==> src/rtl/traffic_pkg.sv <==
// Shared definitions for the traffic light generator/monitor pair: light codes,
// monitor state encodings, error event kinds and the phase-order helper.
package traffic_pkg;

    localparam logic [1:0] RED     = 2'b00;
    localparam logic [1:0] GREEN   = 2'b01;
    localparam logic [1:0] YELLOW  = 2'b10;
    localparam logic [1:0] ILLEGAL = 2'b11;

    localparam logic [0:0] ACQUIRE = 1'b0;
    localparam logic [0:0] TRACK   = 1'b1;

    typedef enum logic [1:0] {
        ERR_NONE  = 2'd0,
        ERR_CODE  = 2'd1,
        ERR_SEQ   = 2'd2,
        ERR_DWELL = 2'd3
    } err_e;

    typedef struct packed {
        logic red;
        logic green;
        logic yellow;
    } lamp_t;

    // The illegal code has no successor; callers screen it out first.
    function automatic logic [1:0] nextPhase(input logic [1:0] code);
        logic [1:0] nxt;
        case (code)
            RED:     nxt = GREEN;
            GREEN:   nxt = YELLOW;
            YELLOW:  nxt = RED;
            default: nxt = ILLEGAL;
        endcase
        return nxt;
    endfunction

endpackage

==> src/rtl/traffic_light_monitor_if.sv <==
// Bundle between the light generator (master) and the lamp driver / sequence
// monitor (slave): the light code forward, lamp drives and status back.
interface traffic_light_monitor_if #(
    parameter int ERR_W = 8,
    parameter int CNT_W = 16
);
    logic [1:0]       light;
    logic             lamp_red;
    logic             lamp_green;
    logic             lamp_yellow;
    logic             locked;
    logic             code_err;
    logic             seq_err;
    logic             dwell_err;
    logic [ERR_W-1:0] err_count;
    logic [CNT_W-1:0] cycle_count;

    modport master (
        output light,
        input  lamp_red, lamp_green, lamp_yellow, locked,
        input  code_err, seq_err, dwell_err, err_count, cycle_count
    );

    modport slave (
        input  light,
        output lamp_red, lamp_green, lamp_yellow, locked,
        output code_err, seq_err, dwell_err, err_count, cycle_count
    );
endinterface

==> src/rtl/traffic_light_decode.sv <==
// Combinational decode of the 2-bit light code into one-hot lamp drives;
// the illegal code leaves every lamp dark.
module traffic_light_decode
    import traffic_pkg::*;
(
    input  logic [1:0] light_i,
    output lamp_t      lamps_o
);

    always_comb begin
        lamps_o = '0;
        case (light_i)
            RED:     lamps_o.red    = 1'b1;
            GREEN:   lamps_o.green  = 1'b1;
            YELLOW:  lamps_o.yellow = 1'b1;
            default: lamps_o        = '0;
        endcase
    end

endmodule

==> src/rtl/traffic_light_monitor.sv <==
// Lamp driver and RED->GREEN->YELLOW sequence/dwell monitor for the generator's
// light code. Define TRAFFIC_MON_STICKY_EN to hold error flags until reset.
module traffic_light_monitor
    import traffic_pkg::*;
#(
    parameter int MIN_DWELL = 1,
    parameter int MAX_DWELL = 1,
    parameter int DW_W      = 8,
    parameter int ERR_W     = 8,
    parameter int CNT_W     = 16
) (
    input logic clk,
    input logic rst,
    traffic_light_monitor_if.slave mon
);

    localparam logic [DW_W-1:0] DWELL_ONE = DW_W'(1);
    localparam logic [DW_W-1:0] DWELL_MIN = DW_W'(MIN_DWELL);
    localparam logic [DW_W-1:0] DWELL_CAP = DW_W'(MAX_DWELL + 1);

    lamp_t            lampsDec;
    lamp_t            lamps_q;
    logic [0:0]       state_q, state_d;
    logic [1:0]       phase_q, phase_d;
    logic [DW_W-1:0]  dwell_q, dwell_d;
    err_e             evt_d;
    logic             cycleInc;
    logic             codeErr_q, seqErr_q, dwellErr_q;
    logic [ERR_W-1:0] errCount_q;
    logic [CNT_W-1:0] cycleCount_q;

    traffic_light_decode u_decode (
        .light_i (mon.light),
        .lamps_o (lampsDec)
    );

    // Phase tracking; the if/else chain fixes the error priority so only one
    // event kind can be raised per sample.
    always_comb begin
        state_d  = state_q;
        phase_d  = phase_q;
        dwell_d  = dwell_q;
        evt_d    = ERR_NONE;
        cycleInc = 1'b0;
        if (state_q == ACQUIRE) begin
            if (mon.light == ILLEGAL) begin
                evt_d = ERR_CODE;
            end else if (mon.light == RED) begin
                state_d = TRACK;
                phase_d = RED;
                dwell_d = DWELL_ONE;
            end
        end else begin
            if (mon.light == ILLEGAL) begin
                evt_d   = ERR_CODE;
                state_d = ACQUIRE;
                dwell_d = '0;
            end else if (mon.light == phase_q) begin
                if (dwell_q != DWELL_CAP) begin
                    dwell_d = dwell_q + DWELL_ONE;
                    if (dwell_d == DWELL_CAP) begin
                        evt_d = ERR_DWELL;
                    end
                end
            end else if (mon.light == nextPhase(phase_q)) begin
                if (dwell_q < DWELL_MIN) begin
                    evt_d = ERR_DWELL;
                end
                cycleInc = (phase_q == YELLOW);
                phase_d  = mon.light;
                dwell_d  = DWELL_ONE;
            end else begin
                evt_d   = ERR_SEQ;
                state_d = ACQUIRE;
                dwell_d = '0;
            end
        end
    end

    always_ff @(posedge clk) begin
        if (rst) begin
            lamps_q <= '0;
            state_q <= ACQUIRE;
            phase_q <= RED;
            dwell_q <= '0;
        end else begin
            lamps_q <= lampsDec;
            state_q <= state_d;
            phase_q <= phase_d;
            dwell_q <= dwell_d;
        end
    end

    // Error flags: one-cycle pulses by default, latched until reset when sticky.
    always_ff @(posedge clk) begin
        if (rst) begin
            codeErr_q  <= 1'b0;
            seqErr_q   <= 1'b0;
            dwellErr_q <= 1'b0;
        end else begin
`ifdef TRAFFIC_MON_STICKY_EN
            codeErr_q  <= codeErr_q  | (evt_d == ERR_CODE);
            seqErr_q   <= seqErr_q   | (evt_d == ERR_SEQ);
            dwellErr_q <= dwellErr_q | (evt_d == ERR_DWELL);
`else
            codeErr_q  <= (evt_d == ERR_CODE);
            seqErr_q   <= (evt_d == ERR_SEQ);
            dwellErr_q <= (evt_d == ERR_DWELL);
`endif
        end
    end

    always_ff @(posedge clk) begin
        if (rst) begin
            errCount_q   <= '0;
            cycleCount_q <= '0;
        end else begin
            if ((evt_d != ERR_NONE) && (errCount_q != '1)) begin
                errCount_q <= errCount_q + ERR_W'(1);
            end
            if (cycleInc) begin
                cycleCount_q <= cycleCount_q + CNT_W'(1);
            end
        end
    end

    assign mon.lamp_red    = lamps_q.red;
    assign mon.lamp_green  = lamps_q.green;
    assign mon.lamp_yellow = lamps_q.yellow;
    assign mon.locked      = (state_q == TRACK);
    assign mon.code_err    = codeErr_q;
    assign mon.seq_err     = seqErr_q;
    assign mon.dwell_err   = dwellErr_q;
    assign mon.err_count   = errCount_q;
    assign mon.cycle_count = cycleCount_q;

endmodule
==> src/flat_wrapper.sv <==
// flat-port wrapper written by rule: the top's interface ports become plain ports
module traffic_light_monitor_flat import traffic_pkg::*;
#(
    parameter int MIN_DWELL = 1,
    parameter int MAX_DWELL = 1,
    parameter int DW_W      = 8,
    parameter int ERR_W     = 8,
    parameter int CNT_W     = 16
)
  (clk, rst, mon_light, mon_lamp_red, mon_lamp_green, mon_lamp_yellow, mon_locked, mon_code_err, mon_seq_err, mon_dwell_err, mon_err_count, mon_cycle_count);
  traffic_light_monitor_if #(.ERR_W(ERR_W), .CNT_W(CNT_W)) mon_i ();
  input logic clk;
  input logic rst;
  input wire logic [$bits(mon_i.light)-1:0] mon_light;
  output wire logic [$bits(mon_i.lamp_red)-1:0] mon_lamp_red;
  output wire logic [$bits(mon_i.lamp_green)-1:0] mon_lamp_green;
  output wire logic [$bits(mon_i.lamp_yellow)-1:0] mon_lamp_yellow;
  output wire logic [$bits(mon_i.locked)-1:0] mon_locked;
  output wire logic [$bits(mon_i.code_err)-1:0] mon_code_err;
  output wire logic [$bits(mon_i.seq_err)-1:0] mon_seq_err;
  output wire logic [$bits(mon_i.dwell_err)-1:0] mon_dwell_err;
  output wire logic [$bits(mon_i.err_count)-1:0] mon_err_count;
  output wire logic [$bits(mon_i.cycle_count)-1:0] mon_cycle_count;
  assign mon_i.light = mon_light;
  assign mon_lamp_red = mon_i.lamp_red;
  assign mon_lamp_green = mon_i.lamp_green;
  assign mon_lamp_yellow = mon_i.lamp_yellow;
  assign mon_locked = mon_i.locked;
  assign mon_code_err = mon_i.code_err;
  assign mon_seq_err = mon_i.seq_err;
  assign mon_dwell_err = mon_i.dwell_err;
  assign mon_err_count = mon_i.err_count;
  assign mon_cycle_count = mon_i.cycle_count;
  traffic_light_monitor #(.MIN_DWELL(MIN_DWELL), .MAX_DWELL(MAX_DWELL), .DW_W(DW_W), .ERR_W(ERR_W), .CNT_W(CNT_W)) u_core (.clk(clk), .rst(rst), .mon(mon_i));
endmodule
==> config.mk <==
export PLATFORM = sky130hd
export DESIGN_NAME = traffic_light_monitor_flat
export DESIGN_NICKNAME = d
export VERILOG_FILES = /design/src/rtl/traffic_pkg.sv /design/src/rtl/traffic_light_monitor_if.sv /design/src/rtl/traffic_light_decode.sv /design/src/rtl/traffic_light_monitor.sv /design/src/flat_wrapper.sv
export SDC_FILE = /design/constraint.sdc
export NUM_CORES = 1
export LEC_CHECK = 0
export BUFFER_PORTS_ARGS = -buffer_cell sky130_fd_sc_hd__buf_2
export CORE_AREA = 2 2 97 99
export DETAILED_ROUTE_END_ITERATION = 12
export DIE_AREA = 0 0 99 101
export GPL_ROUTABILITY_DRIVEN = 0
export SLEW_MARGIN = 40
export SYNTH_ARGS = -nofsm -noshare
export SYNTH_HDL_FRONTEND = slang
export SYNTH_SLANG_ARGS = --single-unit
==> constraint.sdc <==
create_clock -name clk -period 3.15 [get_ports clk]
set_input_delay 0 -clock clk [delete_from_list [all_inputs] [get_ports clk]]
set_output_delay 0 -clock clk [all_outputs]
set_load 0.02 [all_outputs]
==> impl_results.md <==
- CTS tree: done
- Power density cells: 406.3 nW/µm²
- Initial antenna violation count: 0
- Die area: 9999 µm²
- First-pass GRT wire length: 8707 µm
- DP Wirelength: 3568 µm
- Syn-to-layout area delta: 15.83%
- Filler cell count: 942
- PortBufs: 34
- Max_cap viols: 0
- Crit path launch type: flip-flop
- R2r setup slk: 450 ps
- Initial core utilization: 24.57%
- Initial DRT Pass Iterations: 5
- Wirelength per Cell: 12.68 µm
- Post-CTS Resized: 0
- # nets final: 298
- Ports: 35
- Max Fclk: 370.4 MHz
- Fin crit period: 2700 ps
- RSZ-0062 raised after global routing: false
- ANT cells: 0
- Worst-path cell chain: inv_1 > ha_1 > or2_2 > a21oi_1 > a21o_1 > o311a_1 > nor4_2 > mux2_2
- Fin Setup TNS: 0 ps
- CTS max path bufs: 2
- DR iter-0 viols: 99
- YS warnings: 0
- Critical Path Sink Type: flip-flop
- Post-CTS Setup Repair Bufs: 0
- Number of global-route vias before repair: 1812
- Clk sinks: 41
- Share of layout cells above drive strength 1: 19.79%
- Setup CP Type: reg -> reg
- Peak VDD IR: 0.1522 mV
- Post-synth EDFFs: 0
- Status: finished, final reports clean
- Core Area: 8977 µm²
- Final Hold Vio Count: 0
- Clock latency on the worst-skew pair: 290 ps
- Sequential area share after synthesis: 37.21%
- Final Power: 1038 µW
- Synth top area cells: dfxtp_1, xor2_1, nor2_1
- Final worst slack: 450.2 ps
- Synth cell types: 49
- Period utilization: 85.71%
- CTS Buf Count: 5
- Slew @ Worst Pin: 756.9 ps
- Async S/R FF share, synth: 0%
- Final Max Slew Viols: 0
- Total wire length: 5061 µm
- Top-count cell post-synth: dfxtp_1
- CP Max Fanout: 15
- Crit-path slowest cell: o311a_1
- Synthesized flop and latch total: 41
- Post-CTS Hold Fix Bufs: 0
- Leak: 0.0009840 µW
- Net Count, Synth: 272
- WP data required: 3330 ps
- Avg Inst Size Synth: 8.452 µm²
- Top_reg_cell synth: dfxtp_1
- Post-synth top area cell: dfxtp_1
- Post-route ant nets: 0
- Worst Skew: 9.540 ps
- DR DRC count: 0
- Clock root buffer: clkbuf_8
- H-tree levels: 2
- Number of cell rows: 35
- Slew margin rel.: 49.54%
- Tot GR Track Use: 10.52%
- Post-synth top cells: dfxtp_1, nor2_1, a21oi_1, nand2_1, nand3_1
- Die W: 99 µm
- Largest net degree at the start of global routing: 43
- Syn Std Cell Area: 2206 µm²
- Arr. time, crit path: 2880 ps
- Post-synth top area share: 37.21%
- Vias per inst: 4.850
- Remaining Overflow, GRT: 0
- Setup WS pre-CTS: 493.2 ps
- Critical path's largest stage delay: 480 ps
- Mapped Cells: 261
- Min-Delay Path Class: in -> reg
- Setup-failing EPs final: 0
- Vias: 1935
- Die Ht: 101 µm
- Final hold slack: 104.4 ps
- Clock slew at reported path FFs: 80 ps
==> critical path: cells and delay by family (launching register included) <==
family	cells	cell delay (ps)
adders and majority gates	1	390
DFF	1	470
and+or+nand+nor	2	400
buffers and inverters	1	90
AOI/OAI and AO/OA	3	960
muxes	1	280
==> power breakdown <==
part | internal (µW) | switching (µW)
Combinational | 24.6 | 57.2
Clock | 238 | 184
Sequential | 525 | 9.66
==> worst paths after layout <==
| kind | from | depth (start not counted) | end |
|---|---|---|---|
| worst max-delay path | u_core.phase_q[0] | 8 | u_core.mon.err_count[5] |
| worst min-delay path | mon_light[0] | 2 | u_core.mon.lamp_yellow |
| worst max register to register | u_core.phase_q[0] | 8 | u_core.mon.err_count[5] |
| worst min register to register | u_core.mon.err_count[4] | 2 | u_core.mon.err_count[4] |
==> cells in the final DEF, fill, tap and decap left out, drive strengths merged, types with 7 or more instances in the layout <==
| cell | netlist | layout |
|---|---|---|
| a21oi | 21 | 21 |
| o21ai | 12 | 12 |
| xor2 | 15 | 15 |
| nand3 | 16 | 16 |
| buf | 5 | 34 |
| nor2 | 31 | 31 |
| dfxtp | 41 | 41 |
| and3 | 7 | 7 |
| ha | 7 | 7 |
| nand2 | 16 | 16 |
| nand4 | 7 | 7 |
==> cells by family after synthesis <==
group                      share of synthesized area (%)
and+or+nand+nor                                    28.70
muxes                                              1.418
buffers and inverters                              4.254
xor gates and xnor gates                           7.941
DFF                                                37.21
adders and majority gates                          3.970
AOI/OAI and AO/OA                                  16.51
==> layout make-up <==
cell class / count / area [µm²] / share of cell area (%)
Multi-Input combinational cell: 199 / 1291 / 50.54
Sequential cell: 41 / 820.8 / 32.13
Timing Repair Buffer: 34 / 170.2 / 6.660
Tap cell: 111 / 138.9 / 5.436
Clock buffer: 6 / 72.57 / 2.840
Clock inverter: 2 / 38.79 / 1.518
Inverter: 6 / 22.52 / 0.8815
==> layer usage <==
metal / vias to the layer above / routed length, µm / global-route usage [%]
met5: - / 0 / 0
met4: 0 / 16 / 2.634
met3: 2 / 303 / 3.467
met2: 41 / 2223 / 16.22
met1: 905 / 2518 / 14.19
li1: 987 / - / -
==> through the flow <==
step,instances,instance area [µm²],utilization (%)
after global routing,399,2555,28.46
after global placement,391,2444,27.22
after detailed placement,391,2444,27.22
after floorplan,261,2206,-
final,399,2555,28.46
after CTS,399,2555,28.46
==> registers in the layout, indices dropped and copies added (netlist names) <==
signal / flops
u_core.mon.dwell_err: 1
u_core.mon.lamp_red: 1
u_core.dwell_q: 8
u_core.mon.cycle_count: 16
u_core.mon.locked: 1
u_core.mon.code_err: 1
u_core.mon.err_count: 8
u_core.mon.lamp_green: 1
u_core.phase_q: 2
u_core.mon.lamp_yellow: 1
u_core.mon.seq_err: 1
Power figures use the tool's default switching activity.
